## src/rtl/read_empty_level.sv

```systemverilog
// Read-domain pointer/flag controller for the async FIFO: write-pointer synchronizer,
// binary/Gray read pointer, registered empty/almost_empty/count. Optional sticky underflow under READ_EMPTY_UNDERFLOW_EN.
module read_empty_level #(
  parameter int ADDR_SIZE   = 4,
  parameter int SYNC_STAGES = 2
) (
  input  logic                 read_clk,
  input  logic                 read_reset,
  input  logic                 read_inc,
  input  logic [ADDR_SIZE:0]   write_ptr,
  input  logic [ADDR_SIZE:0]   ae_level,
  input  logic                 underflow_clr,
  output logic [ADDR_SIZE-1:0] read_addr,
  output logic [ADDR_SIZE:0]   read_ptr,
  output logic                 empty,
  output logic                 almost_empty,
  output logic [ADDR_SIZE:0]   read_count,
  output logic                 underflow
);

  localparam int PW = ADDR_SIZE + 1;

  if (SYNC_STAGES < 2 || SYNC_STAGES > 4) begin : g_bad_sync
    $error("read_empty_level: SYNC_STAGES must be in 2..4");
  end

  logic [SYNC_STAGES-1:0][PW-1:0] r_sync;
  logic [PW-1:0] r_bin;
  logic [PW-1:0] r_gray;
  logic [PW-1:0] r_count;
  logic          r_empty;
  logic          r_almost_empty;

  logic [PW-1:0] w_wsync_gray;
  logic [PW-1:0] w_wsync_bin;
  logic          w_pop;
  logic [PW-1:0] w_next_bin;
  logic [PW-1:0] w_next_gray;
  logic [PW-1:0] w_cnt_next;

  // NOTE: the synchronizer chain is ordinary flops, not storage, so it is cleared
  // with everything else; otherwise a stale pointer could fake data after reset.
  always_ff @(posedge read_clk or negedge read_reset) begin
    if (!read_reset) r_sync <= '0;
    else             r_sync <= {r_sync[SYNC_STAGES-2:0], write_ptr};
  end

  assign w_wsync_gray = r_sync[SYNC_STAGES-1];

  // NOTE: every always_comb output gets a default first so no latch can be inferred.
  always_comb begin
    w_wsync_bin = '0;
    for (int i = 0; i < PW; i++) begin
      w_wsync_bin[i] = ^(w_wsync_gray >> i);
    end
  end

  assign w_pop       = read_inc & ~r_empty;
  assign w_next_bin  = r_bin + {{ADDR_SIZE{1'b0}}, w_pop};
  assign w_next_gray = w_next_bin ^ (w_next_bin >> 1);
  assign w_cnt_next  = w_wsync_bin - w_next_bin;

  // NOTE: state uses non-blocking assignments so all flags see the same pre-edge values.
  always_ff @(posedge read_clk or negedge read_reset) begin
    if (!read_reset) begin
      r_bin          <= '0;
      r_gray         <= '0;
      r_count        <= '0;
      r_empty        <= 1'b1;
      r_almost_empty <= 1'b1;
    end else begin
      r_bin          <= w_next_bin;
      r_gray         <= w_next_gray;
      r_count        <= w_cnt_next;
      r_empty        <= (w_next_gray == w_wsync_gray);
      r_almost_empty <= (w_cnt_next <= ae_level);
    end
  end

  assign read_addr    = r_bin[ADDR_SIZE-1:0];
  assign read_ptr     = r_gray;
  assign empty        = r_empty;
  assign almost_empty = r_almost_empty;
  assign read_count   = r_count;

`ifdef READ_EMPTY_UNDERFLOW_EN
  logic r_underflow;

  // Set has priority: a pop-while-empty on the clear edge keeps the flag.
  always_ff @(posedge read_clk or negedge read_reset) begin
    if (!read_reset)                r_underflow <= 1'b0;
    else if (read_inc && r_empty)   r_underflow <= 1'b1;
    else if (underflow_clr)         r_underflow <= 1'b0;
  end

  assign underflow = r_underflow;
`else
  logic w_unused_clr;
  assign w_unused_clr = underflow_clr;
  assign underflow    = 1'b0;
`endif

endmodule

```

## config.mk

```make
export PLATFORM = sky130hd
export DESIGN_NAME = read_empty_level
export DESIGN_NICKNAME = d
export VERILOG_FILES = /design/src/rtl/read_empty_level.sv
export SDC_FILE = /design/constraint.sdc
export NUM_CORES = 1
export LEC_CHECK = 0
export CAP_MARGIN = 20
export CORE_ASPECT_RATIO = 0.9
export CORE_UTILIZATION = 48
export CTS_CLUSTER_DIAMETER = 50
export CTS_CLUSTER_SIZE = 28
export DETAILED_ROUTE_END_ITERATION = 7
export PLACE_DENSITY = 0.81
export SLEW_MARGIN = 25
export SYNTH_ARGS = -nofsm -noshare
export SYNTH_HDL_FRONTEND = slang
export SYNTH_SLANG_ARGS = --single-unit
```

## constraint.sdc

```tcl
create_clock -name read_clk -period 9.35 [get_ports read_clk]
set_input_delay 2.805 -clock read_clk [delete_from_list [all_inputs] [get_ports read_clk]]
set_output_delay 2.805 -clock read_clk [all_outputs]
set_load 0.02 [all_outputs]
```

==> reports/qor.yml <==
status: "finished, final reports clean"
skew_ns: 0.00809
cp-end-kind: "flop"
grt.overflow.total: 0
grt_max_degree: 27
min_period_ns: 5.32
drt_pass1_iterations: 2
vias: 706
rsz0062_at_grt: "false"
power_density_nw_per_um2: 412
ys_top_cells_by_area: "dfrtp_1 51%, ha_1 11%, xnor2_1 7.5%"
syn_area_sq_um: 1170
drt-total-wl_mm: 1.73
yosysSeqAreaShare: 0.558
num-nets-final: 149
ys_types: 20
path_max_fanout: 5
portBuffers: 28
antenna_found_initial: 0
htreeDepth: 1
grt_usage: 0.161
final_common_cell: "clkdlybuf4s50_1"
synth-warning-count: 0
dp_hpwl_mm: 1.43
diodes: 0
synth.top_cell.area_share: 0.513
path_class: "in2reg"
multi_input_area_sq_um: 453
io_pins: 31
rows: 16
hold_path.class: "reg2reg"
cts_buffers: 3
drv_slew: 0
die-area_sq_um: 2640
grt_pass1_wl_mm: 3.08
p_leak_nw: 0.714
fmax_ghz: 0.188
finalSetupTns_ns: 0
start_kind: "input port"
setup_viol: 0
die_h_microns: 48.8
n_fill_cell: 175
layout_common_cells: "27 x clkdlybuf4s50_1, 24 x dfrtp_1, 15 x inv_1"
power.total_mw: 0.627
grt_pass1_vias: 781
post_cts_buffers: 0
met2_usage: 0.292
utilization: 0.680
holdBufCountCts: 0
synthCells: 92
clkSlewWorstSetupHoldPaths_ns: 0.12
drcViolationCount: 0
tightest_slew_ns: 0.544
synth.ff_latch_count: 26
initial_core_util: 0.522
synth_area_leader_cell: "dfrtp_1"
ant_nets: 0
post-route-period-util: 0.569
die_w_microns: 54.0
cts_resized: 0
drtIter0Drc: 4
vias_per_cell: 4.71
maxCapViolations: 0
cts_sinks: 26
ir_drop_mv: 0.220
place_congestion: 0.693
arrival_ns: 5.56
grtUsageMet1: 0.178
whs_ns: 0.364
seq_area_sq_um: 653
core_sq_um: 2240
syn_to_final_growth_pct: 30.3
wire_per_inst_microns: 11.6
dp.cells: 146
finalHoldViolations: 0
synth.avg_cell_area_sq_um: 12.7
clk_latency_ns: 0.32
busiest_layer: "met2"
max-clock-path-buffers: 2
root_buffer: "clkbuf_4"
drive_above_1_share: 0.0732
fin_cells: 150
synth_fp_nets: 117
met3_usage: 0.0561
cp.required_ns: 9.59
cts_tree: "done"
maxSlewHeadroom: 0.637
[worst max-delay path: stages]
cell,delay (ns)
clkdlybuf4s50_1,0.47
and3b_1,0.18
ha_1,0.22
xor2_2,0.32
inv_1,0.08
ha_1,0.34
a21o_1,0.16
a21oi_1,0.16
xor2_1,0.22
ha_1,0.28
and3_1,0.16
nand3_1,0.07
o21ai_0,0.09
[routing by layer]
layer | vias up | share of wire
met3 | 0 | 0.041
met4 | 0 | 0
met5 | - | 0
met1 | 343 | 0.41
met2 | 16 | 0.54
li1 | 347 | -
[state kept, by name (all words and copies together), names as in the netlist]
signal        flops
almost_empty      1
empty             1
r_bin             5
r_sync            5
read_count        5
read_ptr          4
w_wsync_gray      5
[final timing paths]
kind	start	end	slack, ns	depth (start not counted)
max	read_inc	almost_empty$_DFF_PN1_	4.03	13
min	r_sync[1]$_DFF_PN0_	w_wsync_gray[1]$_DFF_PN0_	0.36	0
max reg2reg	w_wsync_gray[4]$_DFF_PN0_	almost_empty$_DFF_PN1_	6.12	13
min reg2reg	r_sync[1]$_DFF_PN0_	w_wsync_gray[1]$_DFF_PN0_	0.36	0
max in group asynchronous	read_reset	almost_empty$_DFF_PN1_	6.52	1
min in group asynchronous	read_reset	r_bin[2]$_DFF_PN0_	2.45	1
[logic make-up after synthesis]
family / Yosys count / synth area share
AOI/OAI and AO/OA: 9 / 0.0577
xor gates and xnor gates: 20 / 0.156
adders and majority gates: 11 / 0.124
buffers and inverters: 16 / 0.0545
DFF: 26 / 0.558
other: 1 / 0.00321
and+or+nand+nor: 9 / 0.0460
[synthesized netlist by cell type (all sizes together)]
| cell | n |
|---|---|
| a2111oi | 1 |
| a21o | 2 |
| a21oi | 2 |
| and3 | 1 |
| and3b | 1 |
| buf | 1 |
| conb | 1 |
| dfrtp | 24 |
| dfstp | 2 |
| fa | 1 |
| ha | 10 |
| inv | 15 |
| nand3 | 4 |
| nor2b | 2 |
| o21a | 3 |
| o21ai | 1 |
| or3 | 1 |
| xnor2 | 10 |
| xor2 | 10 |
[power breakdown]
group	internal, mW	switching (mW)	total (mW)
sequential	0.157	0.0185	0.176
combinational	0.180	0.197	0.377
clock	0.0433	0.0311	0.0745
[through the flow]
| step | setup WS (ns) | area, sq um |
|---|---|---|
| finish | 4.03 | 1520 |
| global route | 3.76 | 1520 |
| CTS | 3.98 | 1520 |
| detailed placement | 3.64 | 1470 |
| global placement | 3.67 | 1480 |
| floorplan | 4.39 | 1170 |
[cell type report]
| class | instances | share of cell area |
|---|---|---|
| Clock inverter | 1 | 0.0197 |
| Multi-Input combinational cell | 50 | 0.297 |
| Timing Repair Buffer | 28 | 0.181 |
| Inverter | 15 | 0.0369 |
| Sequential cell | 26 | 0.429 |
| Clock buffer | 3 | 0.0148 |
| Tap cell | 27 | 0.0222 |
Note: power is estimated with default switching activity, not from simulation.
